<file path="src/rtl/vmicro16_wb_arbiter_pkg.sv">
`default_nettype none
// ============================================================================
//  Module      : vmicro16_wb_arbiter_pkg
//  Description : Shared definitions for the vmicro16 Wishbone arbiter:
//                arbiter state encoding, default watchdog limit and a
//                constant ceil(log2()) helper for sizing counters.
//  Revision    : 1.0 - initial release
// ============================================================================
package vmicro16_wb_arbiter_pkg;

    typedef enum logic [0:0] {
        ARB_IDLE = 1'b0,
        ARB_BUSY = 1'b1
    } arb_state_t;

    // Watchdog limit, in stalled bus cycles, used when the timeout is built in.
    localparam int C_DEF_TIMEOUT = 15;

    // ceil(log2(value)); returns 0 for value <= 1.
    function automatic int clog2(input int value);
        int r;
        int v;
        r = 0;
        v = value - 1;
        while (v > 0) begin
            r = r + 1;
            v = v >> 1;
        end
        return r;
    endfunction

endpackage
`default_nettype wire

</file>
<file path="src/rtl/vmicro16_rr_pick.sv">
`default_nettype none
// ============================================================================
//  Module      : vmicro16_rr_pick
//  Description : Combinational round-robin priority picker. Scans the
//                request vector starting at last_idx+1 (wrapping modulo
//                N_MASTERS) and returns the first requester found.
//  Ports       : req      - per-master request vector
//                last_idx - index that was served last (lowest priority)
//                valid    - at least one request is present
//                idx      - index of the winning requester
//  Revision    : 1.0 - initial release
// ============================================================================
module vmicro16_rr_pick #(
    parameter int N_MASTERS = 4,
    parameter int SEL_BITS  = 2
) (
    input  logic [N_MASTERS-1:0] req,
    input  logic [SEL_BITS-1:0]  last_idx,
    output logic                 valid,
    output logic [SEL_BITS-1:0]  idx
);

    logic [SEL_BITS:0] w_sum;
    logic [SEL_BITS:0] w_cand;

    always_comb begin
        valid  = 1'b0;
        idx    = '0;
        w_sum  = '0;
        w_cand = '0;
        // Walk from the lowest-priority offset to the highest so that the
        // requester nearest after last_idx is written last and wins.
        for (int i = N_MASTERS; i >= 1; i--) begin
            w_sum  = {1'b0, last_idx} + (SEL_BITS + 1)'(i);
            w_cand = (w_sum >= (SEL_BITS + 1)'(N_MASTERS)) ?
                     (w_sum - (SEL_BITS + 1)'(N_MASTERS)) : w_sum;
            if (req[w_cand[SEL_BITS-1:0]]) begin
                valid = 1'b1;
                idx   = w_cand[SEL_BITS-1:0];
            end
        end
    end

endmodule
`default_nettype wire

</file>
<file path="src/rtl/vmicro16_wb_arbiter.sv">
`default_nettype none
// ============================================================================
//  Module      : vmicro16_wb_arbiter
//  Description : Round-robin Wishbone arbiter sharing one slave port between
//                N_MASTERS vmicro16 cores. The grant is held for the whole
//                cyc-framed bus cycle; release hands over back-to-back.
//  Ports       : clk, reset (async, active-low)
//                m_*_i / m_*_o - packed per-master Wishbone master ports
//                s_*_o / s_*_i - single shared slave port
//                grant_o       - registered one-hot grant, 0 when idle
//  Options     : define VMICRO16_WB_ARB_TIMEOUT_EN to build in a watchdog
//                that errors and releases a master whose slave does not
//                respond within TIMEOUT stalled cycles.
//  Revision    : 1.0 - initial release
// ============================================================================
module vmicro16_wb_arbiter
    import vmicro16_wb_arbiter_pkg::*;
#(
    parameter int N_MASTERS  = 4,
    parameter int SEL_BITS   = 2,
    parameter int ADDR_WIDTH = 16,
    parameter int DATA_WIDTH = 16,
    parameter int TIMEOUT    = C_DEF_TIMEOUT
) (
    input  logic                             clk,
    input  logic                             reset,
    input  logic [N_MASTERS-1:0]             m_cyc_i,
    input  logic [N_MASTERS-1:0]             m_stb_i,
    input  logic [N_MASTERS-1:0]             m_we_i,
    input  logic [N_MASTERS*ADDR_WIDTH-1:0]  m_addr_i,
    input  logic [N_MASTERS*DATA_WIDTH-1:0]  m_data_i,
    output logic [DATA_WIDTH-1:0]            m_data_o,
    output logic [N_MASTERS-1:0]             m_ack_o,
    output logic [N_MASTERS-1:0]             m_stall_o,
    output logic [N_MASTERS-1:0]             m_err_o,
    output logic                             s_cyc_o,
    output logic                             s_stb_o,
    output logic                             s_we_o,
    output logic [ADDR_WIDTH-1:0]            s_addr_o,
    output logic [DATA_WIDTH-1:0]            s_data_o,
    input  logic [DATA_WIDTH-1:0]            s_data_i,
    input  logic                             s_ack_i,
    input  logic                             s_stall_i,
    input  logic                             s_err_i,
    output logic [N_MASTERS-1:0]             grant_o
);

    arb_state_t            r_state_q,    w_state_d;
    logic [SEL_BITS-1:0]   r_gnt_idx_q,  w_gnt_idx_d;
    logic [SEL_BITS-1:0]   r_last_idx_q, w_last_idx_d;
    logic [N_MASTERS-1:0]  r_grant_q,    w_grant_d;

    logic                  w_busy;
    logic                  w_release;
    logic                  w_timeout;
    logic [N_MASTERS-1:0]  w_pick_req;
    logic [SEL_BITS-1:0]   w_pick_last;
    logic                  w_pick_valid;
    logic [SEL_BITS-1:0]   w_pick_idx;
    logic [N_MASTERS-1:0]  w_pick_oh;

    assign w_busy    = (r_state_q == ARB_BUSY);
    assign w_release = w_busy & (~m_cyc_i[r_gnt_idx_q] | w_timeout);

    // While busy the picker only matters on a release; the current owner is
    // masked out and treated as last served, so a forced (timeout) release
    // never re-grants the same master in the same cycle.
    assign w_pick_req  = w_busy ? (m_cyc_i & ~r_grant_q) : m_cyc_i;
    assign w_pick_last = w_busy ? r_gnt_idx_q : r_last_idx_q;
    assign w_pick_oh   = {{(N_MASTERS-1){1'b0}}, 1'b1} << w_pick_idx;

    vmicro16_rr_pick #(
        .N_MASTERS (N_MASTERS),
        .SEL_BITS  (SEL_BITS)
    ) u_rr_pick (
        .req      (w_pick_req),
        .last_idx (w_pick_last),
        .valid    (w_pick_valid),
        .idx      (w_pick_idx)
    );

`ifdef VMICRO16_WB_ARB_TIMEOUT_EN
    localparam int C_TO_W = clog2(TIMEOUT + 1);

    logic [C_TO_W-1:0] r_to_cnt_q, w_to_cnt_d;
    logic              w_resp;

    assign w_resp = s_ack_i | s_err_i;

    // Fires on the TIMEOUT-th consecutive strobed cycle without a response.
    assign w_timeout = w_busy & m_stb_i[r_gnt_idx_q] & ~w_resp &
                       (r_to_cnt_q == C_TO_W'(TIMEOUT - 1));

    always_comb begin
        w_to_cnt_d = r_to_cnt_q;
        if (!w_busy || w_release || w_resp) begin
            w_to_cnt_d = '0;
        end else if (m_stb_i[r_gnt_idx_q]) begin
            w_to_cnt_d = r_to_cnt_q + C_TO_W'(1);
        end
    end

    always_ff @(posedge clk or negedge reset) begin
        if (!reset) begin
            r_to_cnt_q <= '0;
        end else begin
            r_to_cnt_q <= w_to_cnt_d;
        end
    end
`else
    // Watchdog compiled out; TIMEOUT is a non-negative limit so this is 0.
    assign w_timeout = (TIMEOUT < 0);
`endif

    always_comb begin
        w_state_d    = r_state_q;
        w_gnt_idx_d  = r_gnt_idx_q;
        w_last_idx_d = r_last_idx_q;
        w_grant_d    = r_grant_q;
        case (r_state_q)
            ARB_IDLE: begin
                if (w_pick_valid) begin
                    w_state_d   = ARB_BUSY;
                    w_gnt_idx_d = w_pick_idx;
                    w_grant_d   = w_pick_oh;
                end
            end
            ARB_BUSY: begin
                if (w_release) begin
                    w_last_idx_d = r_gnt_idx_q;
                    if (w_pick_valid) begin
                        w_gnt_idx_d = w_pick_idx;
                        w_grant_d   = w_pick_oh;
                    end else begin
                        w_state_d = ARB_IDLE;
                        w_grant_d = '0;
                    end
                end
            end
            default: begin
                w_state_d = ARB_IDLE;
                w_grant_d = '0;
            end
        endcase
    end

    always_ff @(posedge clk or negedge reset) begin
        if (!reset) begin
            r_state_q    <= ARB_IDLE;
            r_gnt_idx_q  <= '0;
            r_last_idx_q <= SEL_BITS'(N_MASTERS - 1);
            r_grant_q    <= '0;
        end else begin
            r_state_q    <= w_state_d;
            r_gnt_idx_q  <= w_gnt_idx_d;
            r_last_idx_q <= w_last_idx_d;
            r_grant_q    <= w_grant_d;
        end
    end

    assign grant_o = r_grant_q;

    // Routing is an indexed select on the registered grant, so fields of
    // non-granted masters (including X/Z) never reach the slave.
    always_comb begin
        s_cyc_o   = 1'b0;
        s_stb_o   = 1'b0;
        s_we_o    = 1'b0;
        s_addr_o  = '0;
        s_data_o  = '0;
        m_data_o  = '0;
        m_ack_o   = '0;
        m_err_o   = '0;
        m_stall_o = {N_MASTERS{|m_cyc_i}};
        if (w_busy) begin
            s_cyc_o   = m_cyc_i[r_gnt_idx_q] & ~w_timeout;
            s_stb_o   = m_stb_i[r_gnt_idx_q] & ~w_timeout;
            s_we_o    = m_we_i[r_gnt_idx_q];
            s_addr_o  = m_addr_i[r_gnt_idx_q*ADDR_WIDTH +: ADDR_WIDTH];
            s_data_o  = m_data_i[r_gnt_idx_q*DATA_WIDTH +: DATA_WIDTH];
            m_data_o  = s_data_i;
            m_stall_o = m_cyc_i;
            m_stall_o[r_gnt_idx_q] = s_stall_i;
            // An error response takes precedence over a simultaneous ack.
            m_ack_o[r_gnt_idx_q]   = s_ack_i & ~s_err_i;
            m_err_o[r_gnt_idx_q]   = s_err_i | w_timeout;
        end
    end

endmodule
`default_nettype wire

</file>
<file path="config.mk">
export PLATFORM = sky130hd
export DESIGN_NAME = vmicro16_wb_arbiter
export DESIGN_NICKNAME = d
export VERILOG_FILES = /design/src/rtl/vmicro16_wb_arbiter_pkg.sv /design/src/rtl/vmicro16_rr_pick.sv /design/src/rtl/vmicro16_wb_arbiter.sv
export SDC_FILE = /design/constraint.sdc
export NUM_CORES = 1
export LEC_CHECK = 0
export CAP_MARGIN = 10
export CORE_AREA = 2 2 89 91
export DETAILED_ROUTE_END_ITERATION = 8
export DIE_AREA = 0 0 91 93
export GPL_TIMING_DRIVEN = 0
export MAX_ROUTING_LAYER = met4
export PLACE_DENSITY = 0.84
export SYNTH_ARGS = -nofsm -noshare
export SYNTH_HDL_FRONTEND = slang
export SYNTH_HIERARCHICAL = 1
export SYNTH_SLANG_ARGS = --single-unit
</file>
<file path="constraint.sdc">
create_clock -name clk -period 3.2 [get_ports clk]
set_input_delay 0.64 -clock clk [delete_from_list [all_inputs] [get_ports clk]]
set_output_delay 0.64 -clock clk [all_outputs]
set_load 0.05 [all_outputs]
</file>
Word-level counts from Yosys, hierarchy flattened

Cells that the tools add are included.
Widths: inputs -> output; s select.

Shifts and indexed selects: 3
Bitwise logic cells: 9
Add/subtract/negate cells: 8
Eq/ne operators: 2
Reduce and logical (&&, ||, !) cells: 4
Muxes and demuxes: 50
Order comparisons: 10

Operator list:

| cell                | count |
|---|---|
| $shiftx 64x7->16    | 2 |
| $mux 16             | 3 |
| $mux 4              | 7 |
| $mux 2              | 11 |
| $mux 1              | 17 |
| $lt 2x3->1 const B  | 5 |
| $bmux 1 s2          | 7 |
| $and 4x4->4         | 3 |
| $ge 3x3->1 const B  | 4 |
| $pmux 4 s2          | 1 |
| $sub 2x1->2 const B | 4 |
| $add 2x2->3 const B | 2 |
| $bwmux 4            | 1 |
| $ne 2x1->1 const B  | 2 |
| $not 4->4           | 1 |
| $pmux 2 s2          | 1 |
| $reduce_and 2->1    | 2 |
| $reduce_or 4->1     | 1 |
| $shl 1x2->4 const A | 1 |
| $add 2x1->3 const B | 1 |
| $add 2x3->3 const B | 1 |
| $not 1->1           | 3 |
| $and 1x1->1         | 2 |
| $demux 1 s2         | 1 |
| 3 further kinds     | 3 |

Output and inout bits: 67
Register bits: 9
Logic and storage cells: 90

Longest topological paths before layout

Depth after elaboration: 14
Gate-level depth with buffers: 9

By module

The synthesis kept the hierarchy.

By module, submodules not included:

| module              | cells an instance | sequential area each (sq um) | area each (sq um) | instances |
|---|---|---|---|---|
| vmicro16_wb_arbiter | 172               | 227.7                        | 1863.0            | 1 |
| vmicro16_rr_pick    | 14                | 0.0                          | 91.3              | 1 |

Worst setup path before layout

No wires, ideal clock.

Kind: reg-to-output
Start: reg r_gnt_idx_q[0]
End: out m_stall_o[2]
Required time: 2560 ps
Path slack: 555 ps
Stages on the path, launching flop included: 6
Arrival time: 2005 ps
Cell sequence: dfrtp_1 > buf_6 > buf_6 > nand2b_1 > mux2i_1 > o21ai_0

Cells in the longest elaborated chain, start to end: 6
Elaborated cells on any way between the ends: 7
Those cells by class: 2 x order compare; 4 x mux; 1 x reduce/logical

Ends and longest elaborated chain:

| what                                                                  | RTL line                   | source |
|---|---|---|
| start: declaration                                                    | vmicro16_wb_arbiter.sv:49  | `logic [SEL_BITS-1:0] r_gnt_idx_q, w_gnt_idx_d;` |
| start signal: assignment                                              | vmicro16_wb_arbiter.sv:155 | `r_gnt_idx_q <= w_gnt_idx_d;` |
| $lt 2x3->1 (not written as such) / $ge 2x1->1 (equally long branches) | vmicro16_wb_arbiter.sv:183 | `m_stall_o[r_gnt_idx_q] = s_stall_i;` |
| $logic_and 1x1->1 (not written as such)                               | vmicro16_wb_arbiter.sv:183 |  |
| $mux 1 (not written as such)                                          | vmicro16_wb_arbiter.sv:183 |  |
| $demux 1 s2 (*)                                                       | vmicro16_wb_arbiter.sv:183 |  |
| $bwmux 4 (*)                                                          | vmicro16_wb_arbiter.sv:183 |  |
| $mux 4 (*)                                                            | vmicro16_wb_arbiter.sv:175 | `if (w_busy) begin` |
| end: declaration                                                      | vmicro16_wb_arbiter.sv:34  | `output logic [N_MASTERS-1:0] m_stall_o,` |

Every way passes the cells marked *; elsewhere a longest branch is shown, timed or not.

Final worst setup path

Start: in m_addr_i[51]
End: out s_addr_o[3]

Cells in the longest elaborated chain, start to end: 2

Ends and longest elaborated chain:

| what               | RTL line                   | source |
|---|---|---|
| start: declaration | vmicro16_wb_arbiter.sv:30  | `input logic [N_MASTERS*ADDR_WIDTH-1:0] m_addr_i,` |
| $shiftx 64x7->16   | vmicro16_wb_arbiter.sv:179 | `s_addr_o = m_addr_i[r_gnt_idx_q*ADDR_WIDTH +: ADDR_WIDTH];` |
| $mux 16            | vmicro16_wb_arbiter.sv:175 |  |
| end: declaration   | vmicro16_wb_arbiter.sv:39  | `output logic [ADDR_WIDTH-1:0] s_addr_o,` |

No other way between the ends.

==> out/qor.yml <==
final_nets: 578
via_per_inst: 4.83
grt_pass1_vias: 2634
post-route-period-util: 0.962
wire_per_inst_um: 18.4
register_area_um2: 228
die_w_um: 91
crit_start: "m_addr_i[51]"
finClkSkew_ps: 0.392
synth-seq-area-share: 0.117
drtIter0Drc: 73
ctsRootBufferMaster: "clkbuf_8"
cp.arrival_ps: 2440
slew_headroom: 0.622
synthesis.nets: 347
synthToLayoutAreaGrowth_pct: 125
post_cts_buffers: 0
dp_hpwl_um: 8230
worstPathMaxFanout: 1
antenna_found_initial: 0
met2_wirelength_um: 5100
clockBufferDepth: 2
start_kind: "input pin"
row_count: 32
status: "finished, final reports clean"
cts_tree: "yes"
synth-seq-cells: 9
critPathSlowestCell: "clkdlybuf4s50_1"
max_stage_delay_ps: 710
cap_violations: 0
end_kind: "output pin"
mappedNetlistArea_mm2: 0.00195
pwr_density_cell_mw_per_mm2: 918
drtPass1Iterations: 4
reg2reg_from: "r_state_q"
num_io_pins: 228
top_layer: "met4"
crit_top_cell: "clkdlybuf4s50_1"
portBuffers: 227
initial_core_util: 0.260
power_leakage_nw: 1.62
slew_violations: 0
fin_tns_setup_ps: 0
multi_input_comb_area_mm2: 0.00160
dieArea_mm2: 0.00846
final-hold-violation-count: 0
vias: 2500
grt_usage: 0.219
diodes: 0
cp.required_ps: 2560
fill_cells: 654
cts_max_level: 1
die_h_um: 93
crit_type: "input pin to output pin"
antenna_left: 0
ys_types: 31
syn_avg_cell_area_um2: 10.5
place_ws_ps: -142
worstHoldStart: "grant_o[2]"
postLayoutCoreUtil: 0.585
crit_chain: "clkdlybuf4s50_1 > mux4_2 > and2_1 > clkdlybuf4s50_1"
drc_errors: 0
insertion_delay_ps: 230
yosysWarnings: 6
met3_length_um: 806
fin_ws_ps: 121
wl_met1_um: 3530
rsz0062_at_grt: "false"
postSynthCellCount: 186
cts-buffers-inserted: 3
hold_path.class: "flip-flop to flip-flop"
tightest_slew_ps: 565
wl_um: 9560
grt_max_degree: 11
clk_pin_slew_ps: 40
setup_viol: 0
final_layout_size_suffix_gt1_frac: 0.151
total_power_mw: 4.04
min_period_ps: 3080
grt_pass1_wl_um: 14300
gr-total-overflow: 0
core-area_mm2: 0.00753
cts_sinks: 9
peakVddDrop_mv: 0.578
fmaxAchievable_mhz: 325
holdBufCountCts: 0
gp_congestion: 0.925
-- cell usage in the layout (no fill, tap or decap), drive strengths merged, types with 2 or more instances in the layout --
master,count
a21boi,4
a21oi,5
and2,50
buf,11
clkbuf,9
clkdlybuf4s50,222
dfrtp,7
dfstp,2
dlygate4sd2,4
inv,4
mux2,5
mux2i,7
mux4,34
nand2,5
nand2b,9
nor2,10
nor3,2
o21ai,8
o221ai,3
o22ai,2
o2bb2ai,4
or2,3
-- area by class of cell --
| type | instances | area share |
|---|---|---|
| sequential | 9 | 0.0517 |
| buffer | 16 | 0.0253 |
| inverter | 4 | 0.00341 |
| timing repair buffer | 227 | 0.516 |
| multi-input combinational | 156 | 0.365 |
| clock buffer | 4 | 0.0102 |
| tap | 102 | 0.0290 |
-- critical path: cells and delay by family --
kind          cells  cell delay, ps
mux               1             480
buf+inv           2            1140
simple gates      1             180
-- per-stage QoR --
step	instance area [um^2]	hold slack, ps	std cells
final	4400	522	518
after global routing	4400	550	518
after CTS	4390	529	519
after detailed placement	4350	507	515
after global placement	4350	503	515
after floorplan	1950	344	186
-- cell families after synthesis --
logic type      after synthesis  synth area share
simple gates                 81             0.240
mux                          46             0.465
compound gates               29             0.112
buf+inv                      21            0.0666
flops                         9             0.117
-- synthesized netlist by cell type --
cell	n	area (um^2)
a31oi_1	1	6.26
mux2_4	1	15.0
nor3_1	2	10.0
o2bb2ai_1	4	35.0
and2_1	50	313
o22ai_1	2	12.5
nand2_1	5	18.8
o21ai_0	8	40.0
o41ai_1	1	8.76
o221ai_1	1	8.76
nand2b_1	9	56.3
a21boi_0	4	30.0
a21oi_1	4	20.0
mux2i_1	6	60.1
dfstp_2	2	52.6
buf_6	6	67.6
buf_2	5	25.0
clkbuf_1	6	22.5
o221ai_4	1	26.3
a21oi_2	1	8.76
dfrtp_1	7	175
a211oi_1	1	7.51
mux2i_4	1	22.5
mux4_2	34	766
nand3b_1	1	7.51
or2_2	3	18.8
o221ai_2	1	15.0
nor2_1	10	37.5
mux2_2	4	45.0
inv_1	4	15.0
and2b_1	1	7.51
-- timing repair --
action,CTS,global route
cloned,0,0
setup endpoints to repair,4,4
pin swaps,0,0
gates resized for setup,4,2
-- metal layers --
layer  global-route usage  up-vias
met2                0.410      130
li1                     -     1167
met5                    -        -
met3               0.0645       10
met1                0.235     1193
met4               0.0265        0
-- path summary, 6_finish.rpt --
kind	to	cells past startpoint	slack, ps
setup reg to reg	r_gnt_idx_q[0]	9	890
max in group asynchronous	r_last_idx_q[0]	1	2180
hold / removal	grant_o[2]	1	520
min in group asynchronous	grant_o[3]	1	710
hold reg to reg	grant_o[2]	1	520
setup / recovery	s_addr_o[3]	4	120
-- sequential cells by signal, indices dropped and copies added (netlist names) --
register      count
r_state_q         1
grant_o           4
r_last_idx_q      2
r_gnt_idx_q       2
-- report_power, final --
part           total (mW)  switching (mW)  internal (mW)
Clock               0.127          0.0405         0.0864
Sequential          0.206          0.0344          0.172
Combinational        3.70            2.17           1.53
Total                4.04            2.25           1.79
Note: power is estimated with default switching activity, not from simulation.
